===== config.mk =====
export PLATFORM = sky130hd
export DESIGN_NAME = wb_port_arbiter_flat
export DESIGN_NICKNAME = d
export VERILOG_FILES = /design/src/rtl/wb_port_arbiter_if.sv /design/src/rtl/wb_port_arbiter.sv /design/src/flat_wrapper.sv
export SDC_FILE = /design/constraint.sdc
export NUM_CORES = 1
export LEC_CHECK = 0
export ABC_CLOCK_PERIOD_IN_PS = 8500
export BUFFER_PORTS_ARGS = -buffer_cell sky130_fd_sc_hd__buf_2
export CAP_MARGIN = 10
export CELL_PAD_IN_SITES_DETAIL_PLACEMENT = 0
export CELL_PAD_IN_SITES_GLOBAL_PLACEMENT = 2
export CORE_UTILIZATION = 39
export DETAILED_ROUTE_END_ITERATION = 7
export GPL_ROUTABILITY_DRIVEN = 0
export PLACE_DENSITY_LB_ADDON = 0.1
export SYNTH_ARGS = -nofsm -noshare
export SYNTH_HDL_FRONTEND = slang
export SYNTH_SLANG_ARGS = --single-unit

===== constraint.sdc =====
create_clock -name clk -period 8.5 [get_ports clk]
set_input_delay 0.425 -clock clk [delete_from_list [all_inputs] [get_ports clk]]
set_output_delay 0.425 -clock clk [all_outputs]
set_load 0.02 [all_outputs]

===== src/rtl/wb_port_arbiter_if.sv =====
`default_nettype none
// ============================================================================
// Module      : wb_port_arbiter_if
// Description : Bundle of write-back request and register-file write signals
//               shared by the write-back sources and wb_port_arbiter.
//               Ports (per modport):
//                 req_valid / req_ready : per-channel valid/ready handshake
//                 req_data / req_reg    : packed per-channel write data / dest
//                 wb_en / wb_data / wb_reg / wb_ch : registered write port
//                 busy                  : any holding slot occupied
//               modport slave  : arbiter side
//               modport master : source / register-file side
// Revision    : 1.0 - initial release
// ============================================================================
interface wb_port_arbiter_if #(
  parameter int NUM_CH = 4,
  parameter int DATA_W = 16,
  parameter int REG_W  = 4
);
  localparam int PTR_W = $clog2(NUM_CH);

  logic [NUM_CH-1:0]        req_valid;
  logic [NUM_CH-1:0]        req_ready;
  logic [NUM_CH*DATA_W-1:0] req_data;
  logic [NUM_CH*REG_W-1:0]  req_reg;
  logic                     wb_en;
  logic [DATA_W-1:0]        wb_data;
  logic [REG_W-1:0]         wb_reg;
  logic [PTR_W-1:0]         wb_ch;
  logic                     busy;

  modport slave (
    input  req_valid, req_data, req_reg,
    output req_ready, wb_en, wb_data, wb_reg, wb_ch, busy
  );

  modport master (
    output req_valid, req_data, req_reg,
    input  req_ready, wb_en, wb_data, wb_reg, wb_ch, busy
  );
endinterface
`default_nettype wire


===== src/rtl/wb_port_arbiter.sv =====
`default_nettype none
// ============================================================================
// Module      : wb_port_arbiter
// Description : NUM_CH-channel register-file write-back arbiter. Each source
//               pushes {data, dest reg} into a one-entry holding slot; one
//               full slot per cycle is granted and driven onto a registered
//               single write port.
//               Ports:
//                 clk   : rising-edge clock
//                 rst_n : asynchronous active-low reset
//                 bus   : wb_port_arbiter_if.slave (request handshake,
//                         registered write port, busy)
//               Build option:
//                 WBARB_FIXED_PRIO_EN : fixed priority (channel 0 highest)
//                                       instead of round-robin.
// Revision    : 1.0 - initial release
// ============================================================================
module wb_port_arbiter #(
  parameter int NUM_CH = 4,
  parameter int DATA_W = 16,
  parameter int REG_W  = 4
) (
  input  wire logic         clk,
  input  wire logic         rst_n,
  wb_port_arbiter_if.slave  bus
);
  localparam int PTR_W = $clog2(NUM_CH);

  // Holding slots
  logic [NUM_CH-1:0] r_slotFull;
  logic [DATA_W-1:0] r_slotData [NUM_CH];
  logic [REG_W-1:0]  r_slotReg  [NUM_CH];

  // Arbitration
  logic              w_grantValid;
  logic [PTR_W-1:0]  w_grantIdx;
  logic [NUM_CH-1:0] w_grant;
  logic [NUM_CH-1:0] w_ready;
  logic [NUM_CH-1:0] w_accept;

  // Registered write port
  logic              r_wbEn;
  logic [DATA_W-1:0] r_wbData;
  logic [REG_W-1:0]  r_wbReg;
  logic [PTR_W-1:0]  r_wbCh;

`ifndef WBARB_FIXED_PRIO_EN
  localparam logic [PTR_W-1:0] c_lastCh = PTR_W'(NUM_CH - 1);
  logic [PTR_W-1:0] r_rrPtr;
`endif

  // Only slots that were already full at the start of the cycle compete, so
  // a same-cycle arrival is never eligible. The round-robin search is split
  // into two ascending passes: channels at or above the pointer first, then
  // a wrap-around pass from channel 0 that only fires if the first found
  // nothing.
  always_comb begin
    w_grantValid = 1'b0;
    w_grantIdx   = '0;
`ifndef WBARB_FIXED_PRIO_EN
    for (int i = 0; i < NUM_CH; i++) begin
      if (!w_grantValid && r_slotFull[i] && (PTR_W'(i) >= r_rrPtr)) begin
        w_grantValid = 1'b1;
        w_grantIdx   = PTR_W'(i);
      end
    end
`endif
    for (int i = 0; i < NUM_CH; i++) begin
      if (!w_grantValid && r_slotFull[i]) begin
        w_grantValid = 1'b1;
        w_grantIdx   = PTR_W'(i);
      end
    end
  end

  always_comb begin
    w_grant = '0;
    for (int i = 0; i < NUM_CH; i++) begin
      w_grant[i] = w_grantValid && (w_grantIdx == PTR_W'(i));
    end
  end

  // A granted slot drains this edge, so it can take a new entry on the same
  // edge; ready depends only on state, never on req_valid.
  assign w_ready       = ~r_slotFull | w_grant;
  assign w_accept      = bus.req_valid & w_ready;
  assign bus.req_ready = w_ready;
  assign bus.busy      = |r_slotFull;

  always_ff @(posedge clk or negedge rst_n) begin
    if (!rst_n) begin
      r_slotFull <= '0;
      for (int i = 0; i < NUM_CH; i++) begin
        r_slotData[i] <= '0;
        r_slotReg[i]  <= '0;
      end
    end else begin
      for (int i = 0; i < NUM_CH; i++) begin
        if (w_accept[i]) begin
          // Load wins over drain: a grant plus reload keeps the slot full.
          r_slotFull[i] <= 1'b1;
          r_slotData[i] <= bus.req_data[i*DATA_W +: DATA_W];
          r_slotReg[i]  <= bus.req_reg[i*REG_W +: REG_W];
        end else if (w_grant[i]) begin
          r_slotFull[i] <= 1'b0;
        end
      end
    end
  end

  always_ff @(posedge clk or negedge rst_n) begin
    if (!rst_n) begin
      r_wbEn   <= 1'b0;
      r_wbData <= '0;
      r_wbReg  <= '0;
      r_wbCh   <= '0;
    end else begin
      r_wbEn <= w_grantValid;
      if (w_grantValid) begin
        r_wbData <= r_slotData[w_grantIdx];
        r_wbReg  <= r_slotReg[w_grantIdx];
        r_wbCh   <= w_grantIdx;
      end
    end
  end

`ifndef WBARB_FIXED_PRIO_EN
  // Pointer moves to the channel just after the winner; it holds otherwise.
  always_ff @(posedge clk or negedge rst_n) begin
    if (!rst_n) begin
      r_rrPtr <= '0;
    end else if (w_grantValid) begin
      r_rrPtr <= (w_grantIdx == c_lastCh) ? '0 : w_grantIdx + 1'b1;
    end
  end
`endif

  assign bus.wb_en   = r_wbEn;
  assign bus.wb_data = r_wbData;
  assign bus.wb_reg  = r_wbReg;
  assign bus.wb_ch   = r_wbCh;

endmodule
`default_nettype wire


===== src/flat_wrapper.sv =====
// flat-port wrapper written by rule: the top's interface ports become plain ports
module wb_port_arbiter_flat 
#(
  parameter int NUM_CH = 4,
  parameter int DATA_W = 16,
  parameter int REG_W  = 4
)
  (clk, rst_n, bus_req_valid, bus_req_data, bus_req_reg, bus_req_ready, bus_wb_en, bus_wb_data, bus_wb_reg, bus_wb_ch, bus_busy);
  wb_port_arbiter_if #(.NUM_CH(NUM_CH), .DATA_W(DATA_W), .REG_W(REG_W)) bus_i ();
  input  wire logic clk;
  input  wire logic rst_n;
  input wire logic [$bits(bus_i.req_valid)-1:0] bus_req_valid;
  input wire logic [$bits(bus_i.req_data)-1:0] bus_req_data;
  input wire logic [$bits(bus_i.req_reg)-1:0] bus_req_reg;
  output wire logic [$bits(bus_i.req_ready)-1:0] bus_req_ready;
  output wire logic [$bits(bus_i.wb_en)-1:0] bus_wb_en;
  output wire logic [$bits(bus_i.wb_data)-1:0] bus_wb_data;
  output wire logic [$bits(bus_i.wb_reg)-1:0] bus_wb_reg;
  output wire logic [$bits(bus_i.wb_ch)-1:0] bus_wb_ch;
  output wire logic [$bits(bus_i.busy)-1:0] bus_busy;
  assign bus_i.req_valid = bus_req_valid;
  assign bus_i.req_data = bus_req_data;
  assign bus_i.req_reg = bus_req_reg;
  assign bus_req_ready = bus_i.req_ready;
  assign bus_wb_en = bus_i.wb_en;
  assign bus_wb_data = bus_i.wb_data;
  assign bus_wb_reg = bus_i.wb_reg;
  assign bus_wb_ch = bus_i.wb_ch;
  assign bus_busy = bus_i.busy;
  wb_port_arbiter #(.NUM_CH(NUM_CH), .DATA_W(DATA_W), .REG_W(REG_W)) u_core (.clk(clk), .rst_n(rst_n), .bus(bus_i));
endmodule

==> flow_summary.yaml <==
outcome:
  status: "finished clean"
place:
  numPortBuffers: 113
  dp_cells: 623
  place_area_um2: 5570
  place_hpwl_mm: 7.96
logic_synthesis:
  synthAdderAreaFrac_pct: 1.02
  async_flop_share_pct: 100
  syn_avg_cell_area_um2: 13.3
  synth_edf_count: 0
  synth_top_family_by_area: "multiplexers"
  syn_nets: 457
  synthMuxAreaShare_pct: 23.4
  syn_inst: 367
  synth_xor_area_share_pct: 0
  ys_types: 33
  synth.cell_area_um2: 4890
  synthSimpleGateAreaFrac_pct: 7.54
  yosysWarningCount: 0
  ys_ff_latch: 109
  yosysSeqAreaShare_pct: 55.7
  synth_flop_cell: "dfrtp_1"
  synth_compound_area_share_pct: 9.33
floorplan:
  die_w_um: 114
  fp.dieArea_um2: 13000
  core-area_um2: 12100
  io_pins: 114
  rows: 40
  die_h_um: 114
  initial_utilization_pct: 40.4
finish:
  stdcell_count: 641
  final_common_cell: "buf_2"
  design_area_um2: 5870
  largest_reg_flops: 64
  final_util_pct: 48.5
  final_nets: 558
  final_cell_mix: "buf_2, dfrtp_1, mux2_2"
  area_growth_pct: 20.0
  diodes: 0
  regMostFlops: "u_core.r_slotData"
  drive_gt1_share_pct: 48.2
clocking:
  path_clk_slew_ps: 70
  clockBufferDepth: 2
  clk_latency_ps: 350
  cts_buffers: 9
  htree_levels: 3
  clk_root_buffer_cell: "clkbuf_16"
  cts-resized-gates: 0
  postCtsSetupBuffers: 0
  cts_tree: "yes"
  clock_sinks: 109
  hold_buffers: 1
timing:
  drv_slew: 0
  worstMarginPinSlew_ps: 1050
  clock.fmax_ghz: 0.266
  min_period_ps: 3760
  hold_violations: 0
  whs_ps: 289
  setup_viol: 0
  skew_ps: 8.55
  final.setup.tns_ps: 0
  rsz0062_at_grt: "no"
  slew_headroom_pct: 29.7
  fin_crit_sh_pct: 44.2
route:
  drtAntennaViolNets: 0
  vias_per_cell: 5.00
  totalWireLength_mm: 11.1
  drtIter0Drc: 186
  dr_total_vias: 3203
  drc: 0
  firstDrtPassIters: 4
  wire_per_inst_um: 17.4
critical_path:
  setup.worst_path.class: "reg2reg"
  crit_path_end_kind: "register"
  cp.required_ps: 8740
  startpoint_type: "register"
  cp-startpoint: "u_core.r_rrPtr[1]"
  r2r_end: "u_core.r_slotData[19]"
  timing.rr.start: "u_core.r_rrPtr[1]"
  reg2reg_depth: 8
  crit_end: "u_core.r_slotData[19]"
  regToRegSetupSlack_ps: 4740
  cp_data_arrival_time_ps: 3990
  crit_fanout: 32
grt:
  grt_pass1_vias: 3222
  grt_usage_pct: 18.3
  grt_max_degree: 84
  overflow: 0
  antenna_found_initial: 0
  grt_first_pass_wirelength_mm: 17.5
hold_path:
  hp-class: "in2reg"
pwr:
  powerDensity_nw_per_um2: 472
  peakVddDrop_uv: 202
  leakagePower_nw: 2.68
run:
  maxCapViolCount: 0
==> power by group <==
part | total, mW | internal [mW] | switching [mW]
logic | 1.40 | 0.681 | 0.717
clock network | 0.407 | 0.210 | 0.197
registers | 0.967 | 0.800 | 0.167
total | 2.77 | 1.69 | 1.08
==> final cells by class <==
cell class                 instances  area, um2
fill                            1172       6240
sequential                       109       2730
multi-input combinational        226       2030
timing repair buffer             118        608
clock buffer                      11        243
tap                              168        210
clock inverter                     5       40.0
inverter                           4       15.0
==> worst min-delay path by stage <==
stage	cells after the start	slack, ps	to	from
after global placement	1	350	u_core.r_slotData[8]	rst_n
after floorplan	0	130	u_core.bus.wb_ch[0]	rst_n
after global routing	2	280	u_core.r_slotFull[0]	bus_req_valid[0]
after detailed placement	1	370	u_core.r_slotData[8]	rst_n
final	2	290	u_core.r_slotFull[3]	bus_req_valid[3]
after CTS	2	270	u_core.r_slotFull[3]	bus_req_valid[3]
==> through the flow <==
stage	setup WS, ps	power, mW
finish	4740	2.77
global placement	4820	2.36
detailed placement	4680	2.38
floorplan	5580	2.04
CTS	4660	2.81
global route	4450	2.98
==> worst max-delay path: stages, from the launching register on <==
cell and delay, ps:
dfrtp_1 460, nand2b_1 210, a21oi_1 840, nor3_4 90, inv_2 620, ha_1 260, nand2b_1 140, nand2_1 520
mux2_2 500
==> synth_stat cells, types with 2 or more instances <==
master    number  area [um2]
a211oi_1      18         135
a21oi_1       12        60.1
a221o_1       11         110
and4_1         9        78.8
buf_2          2        10.0
buf_6          3        33.8
clkbuf_1      22        82.6
dfrtp_1      109        2730
ha_1           4        50.1
inv_1          3        11.3
mux2_2        83         935
mux2_4         8         120
mux2i_1        9        90.1
nand2_1       13        48.8
nand2b_1      11        68.8
nand4_1       11        68.8
nor2_1        11        41.3
o21ai_0        2        10.0
o31ai_1       12        90.1
==> logic make-up (layout without fill, tap and decap cells) <==
| family | count (synthesis) | in the layout |
|---|---|---|
| mux | 100 | 100 |
| buf+inv | 32 | 138 |
| compound gates | 61 | 61 |
| fa+ha+maj | 4 | 4 |
| simple gates | 61 | 61 |
| flops | 109 | 109 |
==> routing by layer <==
layer | up-vias | wire length [um] | GRT usage, %
met1 | 1565 | 5560 | 27.0
met2 | 74 | 4880 | 25.9
met4 | 0 | 103 | 4.16
met3 | 7 | 601 | 6.06
li1 | 1557 | - | -
met5 | - | 0 | 0
No activity file was read; power rests on OpenSTA's default activity.
